`src/rtl/sdram_arbiter.sv`:
```
// Shares one SDRAM controller port between NUM_PORTS ROM readers and the download write path.
// Writes always win; reads are granted round-robin, one transaction outstanding at a time.
module sdram_arbiter #(
    parameter int NUM_PORTS  = 4,
    parameter int ADDR_WIDTH = 23,
    parameter int DATA_WIDTH = 32
) (
    input  logic                            clk,
    input  logic                            reset_n,
    input  logic [NUM_PORTS*ADDR_WIDTH-1:0] port_addr,
    input  logic [NUM_PORTS-1:0]            port_req,
    output logic [NUM_PORTS-1:0]            port_ack,
    output logic [NUM_PORTS-1:0]            port_valid,
    output logic [DATA_WIDTH-1:0]           port_data,
    input  logic [ADDR_WIDTH-1:0]           wr_addr,
    input  logic [DATA_WIDTH-1:0]           wr_data,
    input  logic                            wr_req,
    output logic                            wr_ack,
    output logic [ADDR_WIDTH-1:0]           sdram_addr,
    output logic [DATA_WIDTH-1:0]           sdram_data,
    output logic                            sdram_we,
    output logic                            sdram_req,
    input  logic                            sdram_ack,
    input  logic                            sdram_valid,
    input  logic [DATA_WIDTH-1:0]           sdram_q
);
    localparam int PW = (NUM_PORTS > 1) ? $clog2(NUM_PORTS) : 1;

    typedef enum logic [1:0] {IDLE, REQ, WAIT} state_t;

    state_t                  state_q;
    logic [NUM_PORTS-1:0]    grant_q;
    logic                    write_q;
    logic [PW-1:0]           rr_q;
    logic [ADDR_WIDTH-1:0]   addr_q;
    logic [DATA_WIDTH-1:0]   data_q;
    logic                    we_q;
    logic                    req_q;

    logic                    pickFound_d;
    logic [PW-1:0]           pickIdx_d;
    logic [PW-1:0]           candIdx;
    logic [ADDR_WIDTH-1:0]   pickAddr_d;

    // Search starts just after the last granted port so every requester gets its turn.
    always_comb begin
        pickFound_d = 1'b0;
        pickIdx_d   = '0;
        candIdx     = '0;
        pickAddr_d  = '0;
        for (int i = 1; i <= NUM_PORTS; i++) begin
            candIdx = PW'((int'(rr_q) + i) % NUM_PORTS);
            if (!pickFound_d && port_req[candIdx]) begin
                pickFound_d = 1'b1;
                pickIdx_d   = candIdx;
            end
        end
        for (int i = 0; i < NUM_PORTS; i++) begin
            if (pickIdx_d == PW'(i)) begin
                pickAddr_d = port_addr[i*ADDR_WIDTH +: ADDR_WIDTH];
            end
        end
    end

    always_ff @(posedge clk or negedge reset_n) begin
        if (!reset_n) begin
            state_q <= IDLE;
            grant_q <= '0;
            write_q <= 1'b0;
            rr_q    <= PW'(NUM_PORTS - 1);
            addr_q  <= '0;
            data_q  <= '0;
            we_q    <= 1'b0;
            req_q   <= 1'b0;
        end else begin
            case (state_q)
                IDLE: begin
                    if (wr_req) begin
                        addr_q  <= wr_addr;
                        data_q  <= wr_data;
                        we_q    <= 1'b1;
                        write_q <= 1'b1;
                        grant_q <= '0;
                        req_q   <= 1'b1;
                        state_q <= REQ;
                    end else if (pickFound_d) begin
                        addr_q  <= pickAddr_d;
                        we_q    <= 1'b0;
                        write_q <= 1'b0;
                        grant_q <= NUM_PORTS'(1) << pickIdx_d;
                        rr_q    <= pickIdx_d;
                        req_q   <= 1'b1;
                        state_q <= REQ;
                    end
                end
                REQ: begin
                    if (sdram_ack) begin
                        req_q <= 1'b0;
                        if (write_q) begin
                            write_q <= 1'b0;
                            state_q <= IDLE;
                        end else begin
                            state_q <= WAIT;
                        end
                    end
                end
                WAIT: begin
                    if (sdram_valid) begin
                        grant_q <= '0;
                        state_q <= IDLE;
                    end
                end
                default: state_q <= IDLE;
            endcase
        end
    end

    // Handshake pulses are gated by state so stray controller strobes never reach a requester.
    assign port_ack   = (state_q == REQ && sdram_ack && !write_q) ? grant_q : '0;
    assign wr_ack     = (state_q == REQ) && sdram_ack && write_q;
    assign port_valid = (state_q == WAIT && sdram_valid) ? grant_q : '0;
    assign port_data  = sdram_q;

    assign sdram_addr = addr_q;
    assign sdram_data = data_q;
    assign sdram_we   = we_q;
    assign sdram_req  = req_q;

endmodule

```
`config.mk`:
```
export PLATFORM = sky130hd
export DESIGN_NAME = sdram_arbiter
export DESIGN_NICKNAME = d
export VERILOG_FILES = /design/src/rtl/sdram_arbiter.sv
export SDC_FILE = /design/constraint.sdc
export NUM_CORES = 1
export LEC_CHECK = 0
export CORE_MARGIN = 1.5
export CORE_UTILIZATION = 35
export CTS_CLUSTER_DIAMETER = 200
export CTS_CLUSTER_SIZE = 12
export DETAILED_ROUTE_END_ITERATION = 16
export PLACE_DENSITY = 0.81
export SETUP_SLACK_MARGIN = 0.05
export SYNTH_ARGS = -nofsm -noshare
export SYNTH_HDL_FRONTEND = slang
export SYNTH_SLANG_ARGS = --single-unit
```
`constraint.sdc`:
```
create_clock -name clk -period 2.4 [get_ports clk]
set_input_delay 0.24 -clock clk [delete_from_list [all_inputs] [get_ports clk]]
set_output_delay 0.24 -clock clk [all_outputs]
set_load 0.05 [all_outputs]
```
==> qor.yml, run 1 <==
fmax_mhz: 496.7
worst_slew_pin_slew_ns: 0.9344
dr.pass1.iters: 4
design_area_sq_um: 6546
nNetsFinal: 729
fin_util_pct: 59.35
netlist_instances: 350
finClkSkew_ns: 0.008025
io_buffers: 221
status: "completed"
cts_root_buffer: "clkbuf_16"
grtUsageTotal_pct: 21.19
power.total_mw: 8.850
grt_max_degree: 67
antenna_left: 0
arrival_ns: 2.26
use_met1_pct: 24.08
crit_path_max_fanout: 24
clockBufferDepth: 2
antennaDiodeCount: 0
grt_setup_unrepaired: "no"
whs_ns: 0.002398
fin_tns_setup_ns: 0
final_common_cell: "clkdlybuf4s50_1"
worstRegToRegCells: 4
grt-ovfl-total: 0
finalSetupViolCount: 0
drt_iter0_markers: 160
drv_slew: 0
final_cells: 686
post_cts_buffers: 0
peakVddDrop_v: 0.0009424
final_cell_mix: "clkdlybuf4s50_1 (211), dfrtp_1 (64), o22ai_1 (34), mux2_2 (32), mux2i_1 (23)"
p_per_area_nw_per_um2: 1352
grt-busiest-layer: "met2"
core-area_sq_um: 11030
p_leak_nw: 2.666
maxCapViolations: 0
vias_per_cell: 5.529
grt_pass1_wl_microns: 19470
synth_fp_nets: 538
area_delta_synth_final_pct: 62.53
cts_max_level: 3
place_area_sq_um: 6221
relSlewSlack_pct: 37.50
clock_sinks: 66
vias: 3793
dpl.hpwl_microns: 9966
cts_hold_buffers: 0
rows: 38
syn-mean-instance-area_sq_um: 11.51
crit_type: "in2reg"
dieWidth_microns: 110.3
critPathCaptureType: "flop"
cts_tree: "built"
cp_data_required_time_ns: 2.65
finalCritPeriodShare_pct: 83.89
ys_ff_latch: 66
use_met3_pct: 5.938
drcViolationCount: 0
clkTransAtPathRegs_ns: 0.06
num_io_pins: 286
ys_warn_count: 0
wire_per_inst_microns: 19.15
netlist_area_sq_um: 4028
post-place-ws_ns: 0.05738
routed_wl_microns: 13140
finalWeightedCongestion: 0.7640
finalHoldViolCount: 0
place_inst: 670
period_needed_ns: 2.013
use_met2_pct: 37.39
numCtsBuffers: 9
drive_above_1_share_pct: 21.25
post_cts_resized: 0
die_height_microns: 110.3
layout_setup_ws_ns: 0.3867
synth.distinct_cells: 51
antenna_found_initial: 0
die_area_sq_um: 12160
start_util_pct: 36.51
grt_pass1_vias: 3882
start_kind: "primary input"
hold_path.class: "in2async"
seq_area_frac_synth_pct: 41.07
clk_latency_ns: 0.33
[Yosys cell counts (all sizes together)]
| master | count | share of area, % |
|---|---|---|
| and2b | 1 | 0.25 |
| o21ai | 10 | 1.6 |
| nor2b | 4 | 0.68 |
| dfrtp | 64 | 40 |
| nor3 | 2 | 0.53 |
| o32ai | 1 | 0.22 |
| a22o | 2 | 0.43 |
| or3b | 1 | 0.22 |
| o221ai | 22 | 4.8 |
| nor4 | 2 | 0.47 |
| a21o | 2 | 0.37 |
| o21a | 2 | 0.40 |
| nand2 | 9 | 0.84 |
| nand3 | 1 | 0.12 |
| a221o | 2 | 0.53 |
| o211a | 1 | 0.25 |
| or4 | 1 | 0.19 |
| a21oi | 3 | 0.47 |
| a22oi | 1 | 0.19 |
| a221oi | 23 | 7.6 |
| mux2 | 32 | 8.9 |
| nand2b | 2 | 0.31 |
| and2 | 9 | 1.4 |
| nor3b | 1 | 0.19 |
| a211oi | 1 | 0.19 |
| buf | 53 | 10 |
| a32o | 1 | 0.25 |
| inv | 8 | 0.75 |
| clkbuf | 7 | 0.65 |
| o22ai | 44 | 8.4 |
| a2bb2oi | 1 | 0.22 |
| nor2 | 7 | 0.65 |
| o31ai | 1 | 0.19 |
| a2111oi | 1 | 0.25 |
| and3 | 3 | 0.47 |
| mux2i | 23 | 5.7 |
| dfstp | 2 | 1.3 |
[sequential cells by signal, indices dropped and copies added, names as in the netlist]
register and count:
sdram_addr 23, grant_q 4, rr_q 2, write_q 1, sdram_data 32, sdram_we 1, sdram_req 1, state_q 2
[worst max-delay path, stage by stage]
cell and delay [ns]:
clkdlybuf4s50_1 0.51, nor4_2 0.07, and2b_4 0.17, nor3_4 0.71
buf_12 0.25, o221ai_1 0.14, o22ai_1 0.15
[cells by family (layout without fill, tap and decap cells)]
group	Yosys count	count (layout)	share of synthesized area [%]
compound gates	118	118	26.37
simple gates	43	43	6.306
flops	66	66	41.07
buf+inv	68	264	11.59
mux	55	55	14.66
[path summary, 6_finish.rpt]
kind	start	slack [ns]	endpoint
max reg2reg	state_q[1]	0.41	sdram_addr[6]
max in group asynchronous	reset_n	1.81	sdram_addr[7]
min reg2reg	grant_q[0]	0.50	grant_q[0]
max	port_req[1]	0.39	sdram_addr[6]
min in group clk	sdram_q[26]	0.48	port_data[26]
min	reset_n	0.002	grant_q[3]
[per-layer routing]
metal / routed length, microns / up-vias
met2: 6662 / 209
li1: - / 1728
met3: 1050 / 33
met4: 314 / 0
met5: 0 / -
met1: 5110 / 1823
[where the power goes]
part,switching [mW],leakage (nW),internal [mW]
sequential,0.411,0.755,1.67
combinational,3.17,1.75,2.16
clock,0.513,0.161,0.920
[final cells by class]
cell class / instances / area (sq um)
Tap cell: 140 / 175.2
Inverter: 8 / 30.03
Sequential cell: 66 / 1654
Clock inverter: 7 / 100.1
Fill cell: 900 / 4484
Clock buffer: 9 / 225.2
Timing Repair Buffer: 240 / 2442
Multi-Input combinational cell: 216 / 1919
Power figures use the tool's default switching activity.
==> run 2, diff against run 1 <==
--- a/config.mk
+++ b/config.mk
@@ -6,11 +6,11 @@
 export NUM_CORES = 1
 export LEC_CHECK = 0
 export CORE_MARGIN = 1.5
-export CORE_UTILIZATION = 35
+export CORE_UTILIZATION = 32
 export CTS_CLUSTER_DIAMETER = 200
 export CTS_CLUSTER_SIZE = 12
 export DETAILED_ROUTE_END_ITERATION = 16
-export PLACE_DENSITY = 0.81
+export PLACE_DENSITY = 0.78
 export SETUP_SLACK_MARGIN = 0.05
 export SYNTH_ARGS = -nofsm -noshare
 export SYNTH_HDL_FRONTEND = slang
==> constraint.sdc (replaced) <==
create_clock -name clk -period 1.8 [get_ports clk]
set_input_delay 0.18 -clock clk [delete_from_list [all_inputs] [get_ports clk]]
set_output_delay 0.18 -clock clk [all_outputs]
set_load 0.05 [all_outputs]
==> qor.yml, run 2 (synthesized netlist as in run 1, its figures left out) <==
n_fill_cell: 991  # was 900
rows: 40  # was 38
antenna_left: 0  # unchanged
final_common_cell: "clkdlybuf4s50_1"  # unchanged
vias_per_cell: 5.276  # was 5.529
crit_path_max_fanout: 16  # was 24
post-place-ws_ns: -0.4096  # was 0.05738 ns
grt-ovfl-total: 0  # unchanged
finalHoldViolCount: 0  # unchanged
drt_iter0_markers: 151  # was 160
layout_setup_ws_ns: 0.04431  # was 0.3867 ns
peakVddDrop_v: 0.0009465  # was 0.0009424 V
clkTransAtPathRegs_ns: 0.06  # about the same
cts_tree: "built"  # unchanged
status: "completed"  # unchanged
p_per_area_nw_per_um2: 1777  # was 1352 nW/um^2
vias: 3883  # was 3793
start_util_pct: 33.12  # was 36.51%
io_buffers: 221  # unchanged
drcViolationCount: 0  # unchanged
grt_setup_unrepaired: "yes"  # was no
maxCapViolations: 0  # unchanged
die_area_sq_um: 13270  # was 12160 sq um
final_cell_mix: "clkdlybuf4s50_1 (196), dfrtp_1 (64), o22ai_1 (33), mux2_2 (32), buf_4 (26)"  # was clkdlybuf4s50_1 (211), dfrtp_1 (64), o22ai_1 (34), mux2_2 (32), mux2i_1 (23)
num_io_pins: 286  # unchanged
finClkSkew_ns: 0.004241  # was 0.008025 ns
drive_above_1_share_pct: 28.35  # was 21.25%
relSlewSlack_pct: 54.26  # was 37.50%
hold_path.class: "in2out"  # was in2async
cts_root_buffer: "clkbuf_16"  # unchanged
grt_max_degree: 41  # was 67
p_leak_nw: 2.924  # was 2.666 nW
numCtsBuffers: 9  # unchanged
arrival_ns: 1.96  # was 2.26 ns
clock_sinks: 66  # unchanged
rr_startpoint: "rr_q[1]"  # was state_q[1]
dpl.hpwl_microns: 10370  # was 9966 microns
fin_tns_setup_ns: 0  # unchanged
crit_type: "reg2reg"  # was in2reg
crit_path_start: "rr_q[1]"  # was port_req[1]
antenna_found_initial: 0  # unchanged
finalSetupViolCount: 0  # unchanged
fmax_mhz: 569.6
critPathCaptureType: "flop"  # unchanged
period_needed_ns: 1.756
grt_pass1_wl_microns: 21180  # was 19470 microns
routed_wl_microns: 14170  # was 13140 microns
cp_data_required_time_ns: 2.01  # was 2.65 ns
dieWidth_microns: 115.2  # was 110.3 microns
nNetsFinal: 751  # was 729
dr.pass1.iters: 4  # unchanged
start_kind: "flop"  # was primary input
wire_per_inst_microns: 19.26  # was 19.15 microns
antennaDiodeCount: 0  # unchanged
largest_register_ffs: 32  # unchanged
cts_max_level: 3  # unchanged
r2r-end: "sdram_addr[21]"  # was sdram_addr[6]
drv_slew: 0  # unchanged
reg2reg_slack_ns: 0.04  # was 0.41 ns
core-area_sq_um: 12160  # was 11030 sq um
grt_pass1_vias: 4121  # was 3882
worst_slew_pin_slew_ns: 0.6860  # was 0.9344 ns
area_delta_synth_final_pct: 76.45  # was 62.53%
finalWeightedCongestion: 0.8259  # was 0.7640
worstRegToRegCells: 6  # was 4
grtUsageTotal_pct: 20.98  # was 21.19%
clockBufferDepth: 2  # unchanged
finalCritPeriodShare_pct: 97.54
cp-endpoint: "sdram_addr[21]"  # was sdram_addr[6]
clk_latency_ns: 0.33  # about the same
die_height_microns: 115.2  # was 110.3 microns
==> run 2: metal layers <==
metal,share of wire [%],vias to the layer above,track usage [%]
met5,0,-,0
met4,2.6,0,8.971
met3,7.4,34,6.115
met2,52,189,38.25
met1,38,1894,22.61
li1,-,1766,-
==> run 2: final cells by class <==
| cell class | count | area, sq um | share of cell area, % |
|---|---|---|---|
| multi-input cells | 216 | 2085 | 29.33 |
| repair buffers | 262 | 2794 | 39.31 |
| well taps | 168 | 210.2 | 2.958 |
| clock buffers | 12 | 256.5 | 3.609 |
| flip-flops and latches | 66 | 1654 | 23.27 |
| inverters | 8 | 33.78 | 0.4754 |
| clock inverters | 4 | 73.82 | 1.039 |
==> run 2: critical path, stage by stage (launching register included) <==
cell	delay, ns
dfstp_2	0.59
nand2b_1	0.14
a21oi_1	0.07
o21a_1	0.23
buf_12	0.18
a221oi_2	0.31
o22ai_2	0.10
==> run 2: where the power goes <==
part	total (mW)	switching, mW	internal [mW]
clock network	1.94	0.650	1.29
registers	2.73	0.499	2.23
logic	7.96	4.58	3.38
total	12.6	5.73	6.90
==> run 2: worst min-delay path by stage <==
stage | depth (start not counted) | slack, ns | startpoint | endpoint
after floorplan | 0 | -0.12 | reset_n | grant_q[0]
after global placement | 1 | 0.24 | reset_n | sdram_addr[8]
after detailed placement | 1 | 0.25 | reset_n | sdram_addr[8]
after CTS | 0 | 0.36 | sdram_q[13] | port_data[13]
after global routing | 0 | 0.36 | sdram_q[1] | port_data[1]
final | 0 | 0.36 | sdram_q[12] | port_data[12]
==> run 2: stage by stage <==
step / cell area, sq um / hold slack, ns / util (%) / instances / power, mW
floorplan: 4038 / -0.1156 / - / 350 / 7.724
global placement: 6459 / 0.2398 / 53.11 / 709 / 10.03
detailed placement: 6459 / 0.2479 / 53.11 / 709 / 10.23
CTS: 6882 / 0.3603 / 56.58 / 729 / 12.35
global route: 7107 / 0.3601 / 58.44 / 736 / 13.23
finish: 7107 / 0.3600 / 58.44 / 736 / 12.63
==> run 2: what timing repair did <==
action                                 CTS  global route
setup buffers                            3             6
gates resized for setup                 15            34
hold buffers                             1             0
pin swaps                                4             5
endpoints found under the hold margin   22             0
cloned                                   0             1
setup endpoints to repair               32            40
